File: src/rtl/iter_mult_32.sv
`default_nettype none
// ============================================================================
// Module   : iter_mult_32
// Purpose  : 32x32 signed radix-2 Booth multiplier, one add/sub per cycle.
//            Define ITER_MULT_OVF_EN to enable the signed-overflow flag.
// Revision : 1.0 - initial release
// ============================================================================

module iter_mult_32_rca #(
   parameter int WIDTH = 32
) (
   input  logic [WIDTH-1:0] i_a,
   input  logic [WIDTH-1:0] i_b,
   input  logic             i_cin,
   output logic [WIDTH-1:0] o_sum,
   output logic             o_cout
);
   logic [WIDTH:0] w_c;

   assign w_c[0] = i_cin;

   generate
      for (genvar i = 0; i < WIDTH; i++) begin : g_bit
         assign o_sum[i]  = i_a[i] ^ i_b[i] ^ w_c[i];
         assign w_c[i+1]  = (i_a[i] & i_b[i]) | (w_c[i] & (i_a[i] ^ i_b[i]));
      end
   endgenerate

   assign o_cout = w_c[WIDTH];
endmodule

module iter_mult_32 #(
   parameter int WIDTH = 32
) (
   input  logic             clock,
   input  logic             reset_n,
   input  logic [WIDTH-1:0] data_operandA,
   input  logic [WIDTH-1:0] data_operandB,
   input  logic             ctrl_MULT,
   output logic [WIDTH-1:0] data_result,
   output logic             data_exception,
   output logic             data_resultRDY
);
   typedef enum logic [1:0] {
      IDLE = 2'd0,
      BUSY = 2'd1,
      DONE = 2'd2
   } state_t;

   state_t             r_state;
   logic [5:0]         r_count;
   logic [WIDTH-1:0]   r_mcand;
   logic [2*WIDTH:0]   r_prod;     // {P_hi, P_lo, q_-1}

   logic [WIDTH-1:0]   w_phi;
   logic [WIDTH-1:0]   w_addend;
   logic               w_cin;
   logic [WIDTH-1:0]   w_sum;
   logic               w_cout;
   logic               w_sum_msb;
   logic [2*WIDTH:0]   w_next;
   logic               w_ovf;

   assign w_phi = r_prod[2*WIDTH:WIDTH+1];

   always_comb begin
      w_addend = '0;
      w_cin    = 1'b0;
      case (r_prod[1:0])
         2'b01: w_addend = r_mcand;
         2'b10: begin
            w_addend = ~r_mcand;
            w_cin    = 1'b1;
         end
         default: ;
      endcase
   end

   iter_mult_32_rca #(.WIDTH(WIDTH)) u_rca (
      .i_a    (w_phi),
      .i_b    (w_addend),
      .i_cin  (w_cin),
      .o_sum  (w_sum),
      .o_cout (w_cout)
   );

   // 33rd sum bit from the sign extensions keeps a -2^31 subtraction exact
   assign w_sum_msb = w_phi[WIDTH-1] ^ w_addend[WIDTH-1] ^ w_cout;
   assign w_next    = {w_sum_msb, w_sum, r_prod[WIDTH:1]};

`ifdef ITER_MULT_OVF_EN
   assign w_ovf = (w_next[2*WIDTH:WIDTH+1] != {WIDTH{w_next[WIDTH]}});
`else
   assign w_ovf = 1'b0;
`endif

   always_ff @(posedge clock or negedge reset_n) begin
      if (!reset_n) begin
         r_state        <= IDLE;
         r_count        <= '0;
         r_mcand        <= '0;
         r_prod         <= '0;
         data_result    <= '0;
         data_exception <= 1'b0;
         data_resultRDY <= 1'b0;
      end else begin
         data_resultRDY <= 1'b0;
         if (ctrl_MULT) begin
            r_mcand <= data_operandA;
            r_prod  <= {{WIDTH{1'b0}}, data_operandB, 1'b0};
            r_count <= '0;
            r_state <= BUSY;
         end else begin
            case (r_state)
               BUSY: begin
                  r_prod  <= w_next;
                  r_count <= r_count + 6'd1;
                  if (r_count == 6'(WIDTH - 1)) begin
                     data_result    <= w_next[WIDTH:1];
                     data_exception <= w_ovf;
                     data_resultRDY <= 1'b1;
                     r_state        <= DONE;
                  end
               end
               DONE:    r_state <= IDLE;
               default: r_state <= IDLE;
            endcase
         end
      end
   end
endmodule

`default_nettype wire
File: config.mk
export PLATFORM = sky130hd
export DESIGN_NAME = iter_mult_32
export DESIGN_NICKNAME = d
export VERILOG_FILES = /design/src/rtl/iter_mult_32.sv
export SDC_FILE = /design/constraint.sdc
export NUM_CORES = 1
export LEC_CHECK = 0
export CAP_MARGIN = 10
export CORE_MARGIN = 3
export CORE_UTILIZATION = 45
export CTS_BUF_LIST = sky130_fd_sc_hd__clkbuf_4 sky130_fd_sc_hd__clkbuf_8
export CTS_CLUSTER_DIAMETER = 150
export DETAILED_ROUTE_END_ITERATION = 8
export HOLD_SLACK_MARGIN = 0.08
export MAX_ROUTING_LAYER = met4
export PLACE_DENSITY = 0.68
export SLEW_MARGIN = 20
export SYNTH_ARGS = -nofsm -noshare
export SYNTH_HDL_FRONTEND = slang
export SYNTH_SLANG_ARGS = --single-unit
export TNS_END_PERCENT = 50
File: constraint.sdc
create_clock -name clock -period 39.3 [get_ports clock]
set_clock_uncertainty 0.15 [all_clocks]
set_input_delay 7.86 -clock clock [delete_from_list [all_inputs] [get_ports clock]]
set_output_delay 7.86 -clock clock [all_outputs]
set_load 0.01 [all_outputs]
# Word-level counts from Yosys, hierarchy flattened
# Index checks and enable logic that the tools add are counted.
# classes
bitwise	163
mux	12
n_reduce_logical	2
n_eq_ne	5
n_addsub	1
# ops
op	count
65-bit 2-to-1 mux	2
1-bit bitwise XOR	65
1-bit bitwise AND	64
32-bit one-hot mux with 2 select lines	1
32-bit NOT	1
1-bit bitwise OR	32
6-bit 2-to-1 mux	2
6-bit by 1-bit adder with 6-bit output, second input constant	1
6-bit by 5-bit == test with 1-bit output, second input constant	1
2-bit 2-to-1 mux	3
2-bit by 1-bit == test with 1-bit output, second input constant	2
1-bit 2-to-1 mux	4
3-bit inequality test, second input constant	1
3-bit AND reduction	1
2-bit == test, second input constant	1
2-bit nonzero test	1
1-bit NOT	1
# word_totals
in_bits	67
regBits	138
output_inout_bits	34

# Depth between registers and ports, before layout
# depth
ltp_word	70
mapped_depth	40
depth_no_buf	39

# Modules after synthesis
# Synthesis repeated with hierarchy kept, for this count alone.
# hier_totals
hier_cells	575
hier_area_um2	6663.9
# by_module_without_submodules
module	area_per_inst_um2	cells_per_inst	seq_area_each_um2	instances
iter_mult_32	5985.7	533	3453.3	1
iter_mult_32_rca	678.2	42	0.0	1

# Least setup slack after synthesis
# Ideal clock, no wire load.
# synth_path
path_type	register to register
startpoint	register r_prod[0]
endpoint	register r_prod[63]
path_buffers	2
t_required_ns	39.014
path_slack_ns	26.059
t_arrival_ns	12.955
stages_incl_launch_ff	41
setup_ns	0.136
cell_sequence	dfrtp_1 nand2b_1 clkbuf_1 clkbuf_1 o21ai_0 fa_1 inv_1 fa_1 fa_1 fa_1 fa_1 fa_1 fa_1 fa_1 fa_1 fa_1 fa_1 fa_1 [... 5 more ...] fa_1 fa_1 fa_1 fa_1 fa_1 fa_1 fa_1 fa_1 fa_1 fa_1 fa_1 fa_1 fa_1 inv_1 fa_1 fa_1 nand2_1 a21oi_1
# synth_via
elab_chain_cells	68
word_cells_on_any_way	132
# synth_lines
element	line	source
start: declaration	53	logic [2*WIDTH:0] r_prod;
start signal: assignment	110	r_prod <= {{WIDTH{1'b0}}, data_operandB, 1'b0};
start signal: assignment	116	r_prod <= w_next;
2-bit == test or 2-bit by 1-bit == test with 1-bit output (tied branches)	69	case (r_prod[1:0])
32-bit one-hot mux with 2 select lines	69	
1-bit bitwise XOR	25	assign w_c[i+1] = (i_a[i] & i_b[i]) | (w_c[i] & (i_a[i] ^ i_b[i]));
1-bit bitwise AND	25	
1-bit bitwise OR	25	
1-bit bitwise AND	25	
1-bit bitwise OR	25	
1-bit bitwise AND	25	
[... 52 more ...]	n/a	
1-bit bitwise OR	25	
1-bit bitwise AND	25	
1-bit bitwise OR	25	
1-bit bitwise AND	25	
1-bit bitwise OR	25	
1-bit bitwise XOR *	24	assign o_sum[i] = i_a[i] ^ i_b[i] ^ w_c[i];
65-bit 2-to-1 mux *	114	case (r_state)
65-bit 2-to-1 mux *	108	if (ctrl_MULT) begin
# Mark *: on every way between the ends. The rest lies on a longest branch, timed or not. The select of a mux whose other input is x is not followed.
# A chain may end at the register's enable or synchronous reset.

# Worst setup path after layout
# layout_path
startpoint	register r_prod[1]
endpoint	register r_prod[63]
# Same word-level chain as after synthesis.

==> results.py <==
metrics = {
    "synthesis": {
        "synth_top_family_by_area": "multiplexers",
        "synth_area_per_cell_sq_um": 11.70,
        "yosys-mux-area-fraction_pct": 17.13,
        "yosys_warnings": 0,
        "synth_xor_area_share_pct": 0.2618,
        "ys_seq_elements": 138,
        "synth-compound-area-share_pct": 8.865,
        "seq_area_frac_synth_pct": 51.62,
        "synth.distinct_cells": 28,
        "yosys.area_share.simple_pct": 7.500,
        "synthCells": 572,
        "synth_nets": 672,
        "synth_fa_ha_area_share_pct": 9.762,
        "synthesis.area_sq_um": 6690,
    },
    "die": {
        "initial_core_util_pct": 47.10,
        "core_area_sq_um": 14200,
        "fp.dieH_um": 127.9,
        "die_x_um": 127.9,
        "fp-row-count": 43,
        "num_io_pins": 101,
        "dieArea_sq_um": 16370,
    },
    "place": {
        "numPortBuffers": 99,
        "place_congestion": 0.8017,
        "hpwl_um": 8429,
        "post-place-ws_ns": 25.43,
    },
    "route": {
        "routed_wl_um": 12860,
        "vias": 4305,
        "antenna_left": 0,
        "drt_pre_antenna_iters": 4,
        "drcViolationCount": 0,
        "vias_per_cell": 5.071,
        "post_drt_wl_per_cell_um": 15.14,
        "dr.first_iter.drc_count": 264,
    },
    "power": {
        "p_int_w": 0.0002430,
        "seqPwrFrac_pct": 49.7,
        "powerDensity_nw_per_um2": 41.45,
        "power_frac_clock_pct": 33.9,
        "power_frac_comb_pct": 16.3,
        "ir_drop_uv": 26.61,
        "p_sw_w": 0.00009555,
        "p_sw_share_pct": 28.22,
        "p_leak_nw": 3.514,
    },
    "setup_path": {
        "path_class": "register to register",
        "critPathSlowestCell": "dfrtp_1",
        "crit_arrival_ns": 14.03,
        "slowest_delay_ns": 0.42,
        "crit_fanout": 32,
        "crit_path_end_kind": "register",
        "cp-start-kind": "register",
        "r2r-start": "r_prod[1]$_DFFE_PN0P_",
        "crit_start": "r_prod[1]$_DFFE_PN0P_",
        "crit_path_frequent_cell": "fa_1",
        "cp.required_ns": 39.45,
    },
    "sta": {
        "hold_viol": 0,
        "setup-violations-final": 0,
        "setup_ws_ns": 25.42,
        "slew-limit-headroom_pct": 29.02,
        "fin_setup_tns_ns": 0,
        "post-route-min-period_ns": 13.88,
        "finalCritPeriodShare_pct": 35.31,
        "rsz0062_at_grt": "false",
        "slew_viol_final": 0,
        "worstMarginPinSlew_ns": 1.065,
        "max_freq_mhz": 72.07,
    },
    "clock_network": {
        "clock_latency_ns": 0.46,
        "clkTransAtPathRegs_ns": 0.08,
        "clock_sinks": 138,
        "cts-resized-gates": 0,
        "cts_buffers": 17,
        "ctsHoldBuffers": 0,
        "post_cts_buffers": 0,
        "cts_tree": "done",
        "clockBufferDepth": 2,
        "htreeDepth": 4,
        "clockRootBuffer": "clkbuf_8",
    },
    "global_route": {
        "grt_pass1_wl_um": 21710,
        "grt_max_degree": 99,
        "overflow": 0,
        "antenna_found_initial": 0,
        "grt_usage_pct": 17.20,
        "grt_pass1_vias": 4406,
    },
    "layout": {
        "fin_util_pct": 57.51,
        "diodes": 0,
        "syn_to_final_growth_pct": 22.11,
        "final_nets": 756,
        "drive_above_1_share_pct": 16.14,
    },
    "job": {
        "drv_cap": 0,
    },
    "hold_path": {
        "worstHoldStart": "data_result[27]$_DFFE_PN0P_",
        "hold_path.class": "register to register",
    },
    "status": {
        "status": "complete, no violations",
    },
}
## worst max-delay path, delay by kind of cell (launching register included)
kind | cells | cell delay, ns
buffers and inverters | 3 | 0.45
AND/OR/NAND/NOR | 3 | 0.29
flip-flops | 1 | 0.42
AO/OA/AOI/OAI | 2 | 0.16
adder cells (fa/ha/maj) | 32 | 12.27
## metal layers
metal / GRT usage, % / up-vias / part of all wire [%]
met5: - / - / 0
met1: 23.41 / 2110 / 48
met3: 4.708 / 9 / 5.2
li1: - / 2080 / -
met4: 5.618 / 0 / 1.0
met2: 25.20 / 106 / 45
## kinds of logic (layout without fill, tap and decap cells)
group,count (synthesis),count (layout)
buffers and inverters,75,172
flip-flops,138,138
AND/OR/NAND/NOR,122,122
multiplexers,96,96
AO/OA/AOI/OAI,105,105
other,1,1
XOR/XNOR,2,2
adder cells (fa/ha/maj),33,33
## sequential cells by signal, indices dropped and copies added, names as in the netlist
name            count
r_prod             65
r_state             2
r_mcand            32
data_result        32
r_count             6
data_resultRDY      1
## power groups by stage
stage | logic (W) | clock network, W | registers, W
floorplan | 0.0000381 | 0 | 0.000168
global placement | 0.0000539 | 0 | 0.000170
detailed placement | 0.0000566 | 0 | 0.000171
CTS | 0.0000569 | 0.000119 | 0.000168
global route | 0.0000651 | 0.000124 | 0.000171
finish | 0.0000553 | 0.000115 | 0.000168
## final timing paths
| path | cells after the start | end | slack [ns] |
|---|---|---|---|
| hold reg to reg | 1 | data_result[27]$_DFFE_PN0P_ | 0.36 |
| hold / removal | 1 | data_result[27]$_DFFE_PN0P_ | 0.36 |
| setup reg to reg | 40 | r_prod[63]$_DFFE_PN0P_ | 25.42 |
| setup / recovery | 40 | r_prod[63]$_DFFE_PN0P_ | 25.42 |
| max in group asynchronous | 2 | r_prod[21]$_DFFE_PN0P_ | 30.47 |
| min in group asynchronous | 1 | data_resultRDY$_DFF_PN0_ | 7.29 |
## cells in the final DEF (no fill, tap or decap), types with 5 or more instances in the layout
master           Yosys  routed
a211oi_1            26      26
dfrtp_1            138     138
mux2i_1             32      32
fa_1                32      32
inv_1               35      35
buf_4                1       7
nand2_1             47      47
nand2b_1             7       6
mux2_2              36      36
mux2_4              28      28
clkinv_4             0       5
clkdlybuf4s50_1      0      97
clkbuf_8             0      18
a21oi_1             41      41
o21ai_0             37      37
nor2_1              58      58
## cells in the mapped netlist, drive strengths merged
master	count	share of area, %
dfrtp	138	52
mux2	64	12
nor2	58	3.3
nand2	47	2.6
a21oi	41	3.1
o21ai	37	2.8
inv	35	2.0
fa	32	9.6
mux2i	32	4.8
clkbuf	28	1.6
a211oi	26	2.9
buf	12	1.3
nand2b	7	0.65
nand3	2	0.15
nor2b	2	0.19
or3	2	0.19
or4	2	0.22
conb	1	0.056
ha	1	0.19
nand3b	1	0.11
nand4	1	0.094
o31ai	1	0.11
xnor2	1	0.13
xor2	1	0.13
## final cells by class
type / count / area [sq um]
clock inverters: 14 / 147.6
multi-input cells: 359 / 2929
well taps: 180 / 225.2
inverters: 35 / 131.4
repair buffers: 105 / 1035
fillers: 1208 / 6035
clock buffers: 18 / 247.7
flip-flops and latches: 138 / 3453
## stage by stage
stage	area (sq um)	hold WS, ns	instances	power [W]
after global routing	8169	0.3779	849	0.0003602
final	8169	0.3630	849	0.0003386
after CTS	8169	0.3663	849	0.0003444
after floorplan	6690	0.3478	572	0.0002060
after detailed placement	7774	0.3443	817	0.0002277
after global placement	7774	0.3408	817	0.0002243
(Power assumes the default switching activity.)
